File: config.mk
export PLATFORM = sky130hd
export DESIGN_NAME = cc_xor_stream
export DESIGN_NICKNAME = d
export VERILOG_FILES = /design/src/rtl/cc_xor_stream.sv
export SDC_FILE = /design/constraint.sdc
export NUM_CORES = 1
export LEC_CHECK = 0
export CAP_MARGIN = 20
export CORE_AREA = 2 2 537 539
export DETAILED_ROUTE_END_ITERATION = 8
export DIE_AREA = 0 0 539 541
export DONT_BUFFER_PORTS = 1
export SLEW_MARGIN = 10
export SYNTH_ARGS = -nofsm -noshare
export SYNTH_HDL_FRONTEND = slang
export SYNTH_SLANG_ARGS = --single-unit
File: constraint.sdc
create_clock -name i_clk -period 106.7 [get_ports i_clk]
set_clock_uncertainty 0.1 [all_clocks]
set_input_delay 5.335 -clock i_clk [delete_from_list [all_inputs] [get_ports i_clk]]
set_output_delay 5.335 -clock i_clk [all_outputs]
set_load 0.03 [all_outputs]
File: src/rtl/cc_xor_stream.sv
`timescale 1ns/1ps
// ----------------------------------------------------------------------------
// cc_xor_stream
//
// ChaCha20 keystream consumer. Sequences a cc_block core one 512-bit block at
// a time, holds the returned keystream block, and XORs it word by word onto a
// 32-bit message stream. Encryption and decryption are the same operation.
// When all 16 words of a block have been used and the message continues, the
// next block is requested with the block counter advanced by one.
//
// Parameters
//   P_CNT_LIMIT   last legal block counter; a request beyond it raises o_err
//
// Ports
//   i_clk         clock
//   i_rst         synchronous reset, active-high
//   i_init        start of message; latches i_key / i_non / i_cnt in IDLE
//   i_key[255:0]  key, word k = i_key[32k+31:32k]
//   i_non[95:0]   nonce, word k = i_non[32k+31:32k]
//   i_cnt[31:0]   initial block counter
//   i_valid       message word valid
//   i_data[31:0]  message word, little-endian bytes
//   i_keep[3:0]   byte enables (partial only on the last word)
//   i_last        last word of the message
//   o_ready       message word taken when i_valid & o_ready
//   o_valid       output word valid
//   o_data[31:0]  i_data ^ keystream word, disabled bytes forced to zero
//   o_keep[3:0]   registered i_keep
//   o_last        registered i_last
//   i_out_ready   downstream takes the output word
//   o_blk_start   one-cycle start pulse to cc_block
//   o_blk_key     latched key to cc_block
//   o_blk_non     latched nonce to cc_block
//   o_blk_cnt     current block counter to cc_block
//   i_blk_stream  cc_block keystream block
//   i_blk_done    cc_block done pulse; i_blk_stream valid in that cycle
//   o_busy        high whenever the controller is not IDLE
//   o_err         sticky counter-overflow flag, cleared only by i_rst
// ----------------------------------------------------------------------------
module cc_xor_stream #(
  parameter logic [31:0] P_CNT_LIMIT = 32'hFFFF_FFFF
) (
  input  logic         i_clk,
  input  logic         i_rst,
  input  logic         i_init,
  input  logic [255:0] i_key,
  input  logic [95:0]  i_non,
  input  logic [31:0]  i_cnt,
  input  logic         i_valid,
  input  logic [31:0]  i_data,
  input  logic [3:0]   i_keep,
  input  logic         i_last,
  output logic         o_ready,
  output logic         o_valid,
  output logic [31:0]  o_data,
  output logic [3:0]   o_keep,
  output logic         o_last,
  input  logic         i_out_ready,
  output logic         o_blk_start,
  output logic [255:0] o_blk_key,
  output logic [95:0]  o_blk_non,
  output logic [31:0]  o_blk_cnt,
  input  logic [511:0] i_blk_stream,
  input  logic         i_blk_done,
  output logic         o_busy,
  output logic         o_err
);

  typedef enum logic [2:0] {
    ST_IDLE   = 3'd0,
    ST_REQ    = 3'd1,
    ST_WAIT   = 3'd2,
    ST_STREAM = 3'd3,
    ST_DRAIN  = 3'd4,
    ST_ERR    = 3'd5
  } state_t;

  state_t        state_reg, state_next;
  logic [255:0]  key_reg, key_next;
  logic [95:0]   non_reg, non_next;
  logic [31:0]   cnt_reg, cnt_next;
  logic [3:0]    idx_reg, idx_next;
  logic          err_reg, err_next;

  logic          out_valid_reg, out_valid_next;
  logic [31:0]   out_data_reg, out_data_next;
  logic [3:0]    out_keep_reg, out_keep_next;
  logic          out_last_reg, out_last_next;

  // Keystream block, word k in element k (matches i_blk_stream bit order).
  logic [15:0][31:0] ks_buf_reg;
  logic              ks_load;

  logic [31:0]   ks_word;
  logic [31:0]   keep_mask;
  logic          in_ready;
  logic          in_accept;

  // Byte-enable expansion: bytes that are not kept leave the block as zero.
  for (genvar gi = 0; gi < 4; gi++) begin : g_keep_mask
    assign keep_mask[8*gi +: 8] = {8{i_keep[gi]}};
  end

  assign ks_word = ks_buf_reg[idx_reg];

  // Input is taken only while streaming and while the single output register
  // is either empty or being emptied this very cycle. This keeps one word per
  // cycle throughput without a second output stage.
  assign in_ready  = (state_reg == ST_STREAM) && (!out_valid_reg || i_out_ready);
  assign in_accept = i_valid && in_ready;

  always_comb begin
    state_next     = state_reg;
    key_next       = key_reg;
    non_next       = non_reg;
    cnt_next       = cnt_reg;
    idx_next       = idx_reg;
    err_next       = err_reg;
    out_valid_next = out_valid_reg;
    out_data_next  = out_data_reg;
    out_keep_next  = out_keep_reg;
    out_last_next  = out_last_reg;
    ks_load        = 1'b0;

    // Output register: load on accept, otherwise release once taken.
    if (in_accept) begin
      out_valid_next = 1'b1;
      out_data_next  = (i_data ^ ks_word) & keep_mask;
      out_keep_next  = i_keep;
      out_last_next  = i_last;
    end else if (i_out_ready) begin
      out_valid_next = 1'b0;
    end

    case (state_reg)
      ST_IDLE: begin
        if (i_init) begin
          key_next   = i_key;
          non_next   = i_non;
          cnt_next   = i_cnt;
          state_next = ST_REQ;
        end
      end

      // o_blk_start is decoded from this state, so it lasts exactly one cycle.
      ST_REQ: begin
        state_next = ST_WAIT;
      end

      ST_WAIT: begin
        if (i_blk_done) begin
          ks_load    = 1'b1;
          idx_next   = 4'd0;
          state_next = ST_STREAM;
        end
      end

      ST_STREAM: begin
        if (in_accept) begin
          idx_next = idx_reg + 4'd1;
          if (i_last) begin
            // Any keystream left in the block is simply dropped.
            state_next = ST_DRAIN;
          end else if (idx_reg == 4'd15) begin
            // Block exhausted. Compare before incrementing so the 32-bit
            // counter can never wrap around onto a used counter value.
            if (cnt_reg == P_CNT_LIMIT) begin
              err_next   = 1'b1;
              state_next = ST_ERR;
            end else begin
              cnt_next   = cnt_reg + 32'd1;
              state_next = ST_REQ;
            end
          end
        end
      end

      ST_DRAIN: begin
        if (!out_valid_reg || i_out_ready) begin
          state_next = ST_IDLE;
        end
      end

      // Terminal until reset; i_init is deliberately ignored here.
      ST_ERR: begin
        state_next = ST_ERR;
      end

      default: begin
        state_next = ST_IDLE;
      end
    endcase
  end

  always_ff @(posedge i_clk) begin
    if (i_rst) begin
      state_reg     <= ST_IDLE;
      key_reg       <= '0;
      non_reg       <= '0;
      cnt_reg       <= '0;
      idx_reg       <= '0;
      err_reg       <= 1'b0;
      out_valid_reg <= 1'b0;
      out_data_reg  <= '0;
      out_keep_reg  <= '0;
      out_last_reg  <= 1'b0;
    end else begin
      state_reg     <= state_next;
      key_reg       <= key_next;
      non_reg       <= non_next;
      cnt_reg       <= cnt_next;
      idx_reg       <= idx_next;
      err_reg       <= err_next;
      out_valid_reg <= out_valid_next;
      out_data_reg  <= out_data_next;
      out_keep_reg  <= out_keep_next;
      out_last_reg  <= out_last_next;
    end
  end

  // The keystream buffer is only read in STREAM, after it has been loaded in
  // WAIT, so it needs no reset. ks_load is only raised in WAIT, which reset
  // leaves, so a late cc_block result after reset never reaches it.
  always_ff @(posedge i_clk) begin
    if (ks_load) begin
      ks_buf_reg <= i_blk_stream;
    end
  end

  assign o_ready     = in_ready;
  assign o_valid     = out_valid_reg;
  assign o_data      = out_data_reg;
  assign o_keep      = out_keep_reg;
  assign o_last      = out_last_reg;
  assign o_blk_start = (state_reg == ST_REQ);
  assign o_blk_key   = key_reg;
  assign o_blk_non   = non_reg;
  assign o_blk_cnt   = cnt_reg;
  assign o_busy      = (state_reg != ST_IDLE);
  assign o_err       = err_reg;

endmodule

== Word-level counts from Yosys, hierarchy flattened ==
Cells that the tools add are included.

* Bits of input ports: 939
* Register bits after elaboration: 942

* Add/sub/neg operators: 2
* $lt $le $gt $ge: 1
* Reductions and logical operators: 14
* Equal/unequal tests: 15
* Bitwise operators: 3
* Mux-type cells: 23

{| class="wikitable"
|+ Operators with widths
! kind !! count
|-
| 32-bit two-way mux || 6
|-
| 32-bit binary-select mux with 4-bit select || 1
|-
| 32-bit case mux with 2 select lines || 1
|-
| 32-bit by 1-bit adder with 32-bit output, second input constant || 1
|-
| 32-bit AND || 1
|-
| 32-bit equality test, second input constant || 1
|-
| 32-bit XOR || 1
|-
| 3-bit two-way mux || 7
|-
| 3-bit case mux with 6 select lines || 1
|-
| 2-bit != test, second input constant || 6
|-
| 5-bit AND reduction || 2
|-
| 4-bit two-way mux || 2
|-
| 4-bit case mux with 2 select lines || 1
|-
| 3-bit by 2-bit equality test with 1-bit output, second input constant || 2
|-
| 3-bit equality test, second input constant || 2
|-
| 6-bit AND reduction || 1
|-
| 2-bit nonzero test || 3
|-
| 4-bit by 5-bit < comparator with 1-bit output, second input constant || 1
|-
| 4-bit by 1-bit adder with 4-bit output, second input constant || 1
|-
| 4-bit equality test, second input constant || 1
|-
| 1-bit two-way mux || 4
|-
| 3-bit by 1-bit equality test with 1-bit output, second input constant || 1
|-
| 3-bit logical NOT || 1
|-
| 3-bit by 2-bit != test with 1-bit output, second input constant || 1
|-
| 8 further kinds || 9
|}

== Logic depth before layout (Yosys ltp) ==
Gate-level depths: netlist of run 1.

* Word-level depth: 6
* Mapped depth: 8
* Depth with buffers taken out: 6

== Least setup slack after synthesis of run 1 ==
Ideal clock, no wire load.

* Path kind: input port to flip-flop
* Start: input i_blk_done
* End: register idx_reg[0]
* Required time: 106.418 ns
* Setup slack: 45.046 ns
* Arrival time: 61.372 ns
* Stages: 3
* Path through: nor4b_1 or2_2 nor2_1

* Longest elaborated chain between the ends: 2

{| class="wikitable"
|+ Ends and longest elaborated chain
! what !! line !! source
|-
| start, declared || 64 || <nowiki>input logic i_blk_done,</nowiki>
|-
| 2-bit != test (no line) || -- ||
|-
| 3-bit AND reduction (no line) || -- ||
|-
| end signal, assigned || 212 || <nowiki>idx_reg <= idx_next;</nowiki>
|-
| end, declared || 82 || <nowiki>logic [3:0] idx_reg, idx_next;</nowiki>
|}

Every way passes these cells.
A chain may end at the register's enable or synchronous reset.

== Final worst setup path of run 1 ==
* Start: input i_out_ready
* End: output o_ready

* Longest elaborated chain between the ends: 2

{| class="wikitable"
|+ Ends and longest elaborated chain
! what !! line !! source
|-
| start, declared || 58 || <nowiki>input logic i_out_ready,</nowiki>
|-
| 1-bit logical OR || 109 || <nowiki>assign in_ready = (state_reg == ST_STREAM) && (!out_valid_reg || i_out_ready);</nowiki>
|-
| 1-bit logical AND || 109 ||
|-
| end, declared || 53 || <nowiki>output logic o_ready,</nowiki>
|}

Every way passes these cells.

==> results of run 1 <==
[final timing paths]
check / start / to / slack (ns) / depth (start not counted)
worst max register to register: state_reg[1] / ks_buf_reg[476] / 100.98 / 7
worst max-delay path: i_out_ready / o_ready / 94.84 / 3
worst min register to register: o_blk_key[237] / o_blk_key[237] / 0.47 / 3
worst min-delay path: o_blk_key[237] / o_blk_key[237] / 0.47 / 3
[power groups by stage]
| stage | Combinational (mW) | Sequential [mW] | Clock [mW] |
|---|---|---|---|
| 4_1_cts | 0.150 | 0.568 | 0.405 |
| 3_3_place_gp | 0.145 | 0.574 | 0 |
| 3_5_place_dp | 0.150 | 0.575 | 0 |
| 5_1_grt | 0.164 | 0.572 | 0.416 |
| 2_1_floorplan | 0.107 | 0.585 | 0 |
| 6_report | 0.149 | 0.565 | 0.392 |
[cell type report]
type	instances	area share (%)
timing repair buffer	37	0.800
inverter	8	0.0691
clock inverter	56	1.39
multi-input combinational	1604	24.0
clock buffer	149	7.17
antenna	87	0.501
tap	3781	10.9
sequential	942	55.2
[layer usage]
metal	share of wire (%)	vias to the layer above
li1	-	9959
met1	34	11800
met2	45	1883
met3	15	463
met4	6.1	18
met5	0.11	-
[cells by family after synthesis]
kind of cell / share of synthesized area [%]
buffers and inverters: 2.32
and+or+nand+nor: 10.3
DFF: 68.2
xor gates and xnor gates: 0.896
AOI/OAI and AO/OA: 8.00
muxes: 10.2
adders and majority gates: 0.0711
[worst min-delay path: cells and delay by family (launching register included)]
family                 cells  cell delay (ns)
and+or+nand+nor            1             0.04
buffers and inverters      1             0.09
AOI/OAI and AO/OA          1             0.05
DFF                        1             0.33
[placed cells by master, fill, tap and decap left out, drive strengths merged, types with 3 or more instances in the layout]
cell type,netlist,final
a32oi,3,3
a31oi,11,11
edfxtp,512,512
nand3,14,14
nor4,10,10
o221a,5,5
bufinv,0,8
dfxtp,430,430
buf,55,37
nor2b,3,3
and4,4,4
nor3b,4,4
and2,5,5
diode,0,87
nand2,786,786
o311ai,17,17
o32ai,8,8
inv,8,21
clkinv,0,28
a21oi,378,378
clkinvlp,0,7
nor2,35,35
o21ai,36,36
clkbuf,137,149
o31ai,19,19
xnor2,34,34
o31a,11,11
mux4,160,160
nor3,11,11
nand4,14,14
a211oi,12,12
and3,4,4
==> results.ini, run 1 <==
[run_status]
status=finished, violations left
violations=max-slew violations

[critical_path]
end_kind=output port
worstPathRequired_ns=101.27
worst-path-max-fanout=5
path_buf_inv=1
crit_path_max_incr_delay_ns=0.70
worstPathCellList=nor2b_1 -> nor2_1 -> buf_4
startpoint_type=input port
timing_worst_setup_path_type=input port to output port
cp_top_family=simple AND/OR/NAND/NOR gates
arrival_ns=6.43
cp_slowest_cell=nor2_1

[detailed_routing]
dr_total_vias=24100
wire_per_inst_microns=30.7
routed_wl_microns=205000
drc=0
drtIter0Drc=2698
ant_nets=0
vias_per_cell=3.62
first_pass_iters=8

[global_route]
grt_pass1_vias=23300
antenna_found_initial=162
grt_pass1_wl_microns=253000
track_usage_pct=13.4
grt_max_degree=394
grt_util_met3_pct=8.41
met1_usage_pct=13.7
gr-usage-met2_pct=21.0
grt.busiest_layer=met2
grt_overflow=0

[clock_tree]
cts_buffer_depth=4
cts_tree=yes
cts_resized=0
ctsHoldBuffers=0
cts_setup_buffers=0
numClockSinks=942
clkTransAtPathRegs_ns=0.06
htree_levels=3
clk_latency_ns=0.81
cts_buffers=114
cts_root_buf=clkbuf_16

[yosys]
yosysTopAreaCellShare_pct=43.7
synth_area_leader_cell=edfxtp_1
synthTopCellsByCount=786 x nand2_1, 512 x edfxtp_1, 430 x dfxtp_1
netlist_top_cells_area=edfxtp_1 44%, dfxtp_1 24%, mux4_2 10%
async_reset_ff_share_pct=0
syn-num-nets=3687
syn_inst=2746
synth_edf_count=512
yosysWarnings=0
synth_most_common_cell=nand2_1
syn_avg_cell_area_sq_um=12.8
synth_flop_cell=edfxtp_1
synth_cell_types=53
syn-cell-area_sq_mm=0.0352
ys_ff_latch=942
yosysSeqAreaShare_pct=68.2

[pwr]
p_total_mw=1.11
p_clk_share_pct=35.4
pwr-share-comb_pct=13.4
power_frac_seq_pct=51.1
p_int_uw=714
switching_share_pct=35.4
power.leakage_nw=13.0
powerDensity_mw_per_mm2=25.4
peakVddDrop_mv=0.0169
switching_power_uw=392

[worst_hold_path]
hp-class=register to register

[timing]
finalSetupTns_ns=0
final.setup.worst_slack_ns=94.84
timing.hold.ws_ns=0.468
max_freq_mhz=84.3
drv_slew=306
tightest_slew_ns=3.44
relSlewSlack_pct=-130
grt_setup_unrepaired=false
period_needed_ns=11.86
fin_crit_sh_pct=11.1
setup_viol=0
hold_viol=0

[die]
dieArea_sq_mm=0.292
start_util_pct=12.3
die_h_microns=541
die_x_microns=539
rows=197
ios=1365
core_area_sq_mm=0.286

[run]
max_cap_viol_count=0

[finish]
regArea_sq_mm=0.0240
largest_reg_flops=512
drive_above_1_share_pct=13.9
multi_input_area_sq_mm=0.0104
nets=3648
utilization_pct=15.2
final_cells=6664
area_growth_pct=23.5
nFillCells=31700
final_area_sq_mm=0.0435

[placed_design]
post-dp-hpwl_microns=169000
portBuffers=0
dp.cells=6370
globalplace.congestion=0.978
placed_cell_area_sq_mm=0.0395
pre_cts_ws_ns=94.67

Note: power is estimated with default switching activity, not from simulation.
==> run 2, diff against run 1 <==
Clock period 106.7 ns to 11.35 ns, I/O delays scaled along.
==> results.ini, run 2 (synthesized netlist as in run 1, its figures left out) <==
[run_status]
status=completed  ; was finished, violations left

[clock_tree]
htree_levels=3  ; unchanged
cts_setup_buffers=0  ; unchanged
numClockSinks=942  ; unchanged
clkTransAtPathRegs_ns=0.06  ; about the same
clk_latency_ns=0.85  ; was 0.81 ns
cts_root_buf=clkbuf_16  ; unchanged
cts_buffer_depth=4  ; unchanged
cts_tree=yes  ; unchanged
cts_resized=0  ; unchanged
cts_buffers=112  ; was 114

[critical_path]
rrSetupSlack_ns=6.80  ; was 100.98 ns
end_kind=register  ; was output port
timing_worst_setup_path_type=register to register  ; was input port to output port
cp_top_family=buffers and inverters  ; was simple AND/OR/NAND/NOR gates
arrival_ns=5.17  ; was 6.43 ns
path_buf_inv=3  ; was 1
cpMostUsedCell=buf_4
worstPathRequired_ns=11.97  ; was 101.27 ns
worstPathCellList=nor3_1 -> and2_4 -> buf_4 -> buf_4 -> nand2_1 -> a21oi_1 -> dlygate4sd3_1  ; was nor2b_1 -> nor2_1 -> buf_4
worst-path-max-fanout=107  ; was 5
startpoint_type=register  ; was input port
cp_slowest_cell=buf_4  ; was nor2_1
crit_path_max_incr_delay_ns=0.85  ; was 0.70 ns

[placed_design]
portBuffers=0  ; unchanged
post-dp-hpwl_microns=180000  ; was 169,000 microns
pre_cts_ws_ns=7.19  ; was 94.67 ns
globalplace.congestion=0.983  ; was 0.978

[finish]
nets=4708  ; was 3,648
multi_input_area_sq_mm=0.0104  ; about the same
regArea_sq_mm=0.0240  ; unchanged
nFillCells=30800  ; was 31,700
final_common_cell=dlygate4sd3_1  ; was nand2_1
largest_reg_flops=512  ; unchanged
drive_above_1_share_pct=9.96  ; was 13.9%
layout_common_cells=1,061 x dlygate4sd3_1, 785 x nand2_1, 512 x edfxtp_1  ; was 785 x nand2_1, 512 x edfxtp_1, 426 x dfxtp_1
utilization_pct=18.9  ; was 15.2%
area_growth_pct=53.5  ; was 23.5%

[pwr]
powerDensity_mw_per_mm2=201  ; was 25.4 mW/mm^2
peakVddDrop_mv=0.152  ; was 0.0169 mV
power_frac_seq_pct=48.9  ; was 51.1%
power.leakage_nw=17.6  ; was 13.0 nW
p_int_mw=6.97  ; was 714 uW
pwr-share-comb_pct=17.3  ; was 13.4%
switching_power_mw=3.90  ; was 392 uW
p_total_mw=10.9  ; was 1.11 mW
switching_share_pct=35.9  ; was 35.4%
p_clk_share_pct=33.7  ; was 35.4%

[timing]
hold_viol=0  ; unchanged
tightest_slew_ns=1.30  ; was 3.44 ns
setup_viol=0  ; unchanged
fin_crit_sh_pct=40.1
drv_slew=0  ; was 306
final.setup.worst_slack_ns=6.80  ; was 94.84 ns
period_needed_ns=4.55
relSlewSlack_pct=13.0  ; was -130%
max_freq_mhz=220
finalSetupTns_ns=0  ; unchanged
grt_setup_unrepaired=false  ; unchanged

[die]
rows=197  ; unchanged
die_x_microns=539  ; unchanged
start_util_pct=12.3  ; unchanged
dieArea_sq_mm=0.292  ; unchanged
die_h_microns=541  ; unchanged
core_area_sq_mm=0.286  ; unchanged
ios=1365  ; unchanged

[detailed_routing]
ant_nets=0  ; unchanged
drtIter0Drc=2818  ; was 2,698
dr_total_vias=28900  ; was 24,100
vias_per_cell=3.76  ; was 3.62
wire_per_inst_microns=29.8  ; was 30.7 microns
first_pass_iters=6  ; was 8
drc=0  ; unchanged
routed_wl_microns=230000  ; was 205,000 microns

[global_route]
track_usage_pct=15.1  ; was 13.4%
grt_pass1_vias=29400  ; was 23,300
grt_pass1_wl_microns=292000  ; was 253,000 microns
antenna_found_initial=163  ; was 162
grt_max_degree=212  ; was 394
grt_overflow=0  ; unchanged

[run]
max_cap_viol_count=0  ; unchanged

[worst_hold_path]
hp-class=input port to register  ; was register to register

[run 2: area by class of cell]
cell class              instances  share of cell area [%]
diodes                         72                   0.334
clock buffers                 151                    5.69
clock inverters                51                    1.02
inverters                       8                  0.0556
multi-input cells            1604                    19.3
flip-flops and latches        942                    44.4
well taps                    3781                    8.76
repair buffers               1099                    20.4
[run 2: routing by layer]
layer | track usage [%] | vias to the layer above | share of wire, %
met2 | 24.8 | 2124 | 46
met5 | 0 | - | 0.12
met1 | 15.0 | 14100 | 33
met4 | 7.34 | 40 | 5.5
li1 | - | 12100 | -
met3 | 9.20 | 576 | 15
[run 2: per-stage QoR]
step	area [sq um]	hold WS, ns	std cells
after floorplan	35200	0.481	2746
after global placement	39500	0.492	6368
after detailed placement	39500	0.499	6369
after CTS	53800	0.00164	7635
after global routing	53900	0.0464	7676
final	54000	0.0620	7708
[run 2: what timing repair did]
item                       4_1_cts  5_1_grt
hold endpoints to repair       935        0
setup endpoints to repair        0        0
hold buffers                  1064        0
[run 2: power groups by stage]
stage               Sequential, mW  Clock (mW)  Combinational [mW]
finish                        5.32        3.67                1.88
global route                  5.39        3.86                2.04
CTS                           5.33        3.72                1.87
detailed placement            5.40           0                1.42
global placement              5.39           0                1.38
floorplan                     5.06           0                1.01
[run 2: final timing paths]
check / startpoint / to / cells after the start
max reg2reg: state_reg[2] / o_blk_key[156] / 7
max: state_reg[2] / o_blk_key[156] / 7
min: i_key[208] / o_blk_key[208] / 2
min reg2reg: o_blk_key[178] / o_blk_key[178] / 2
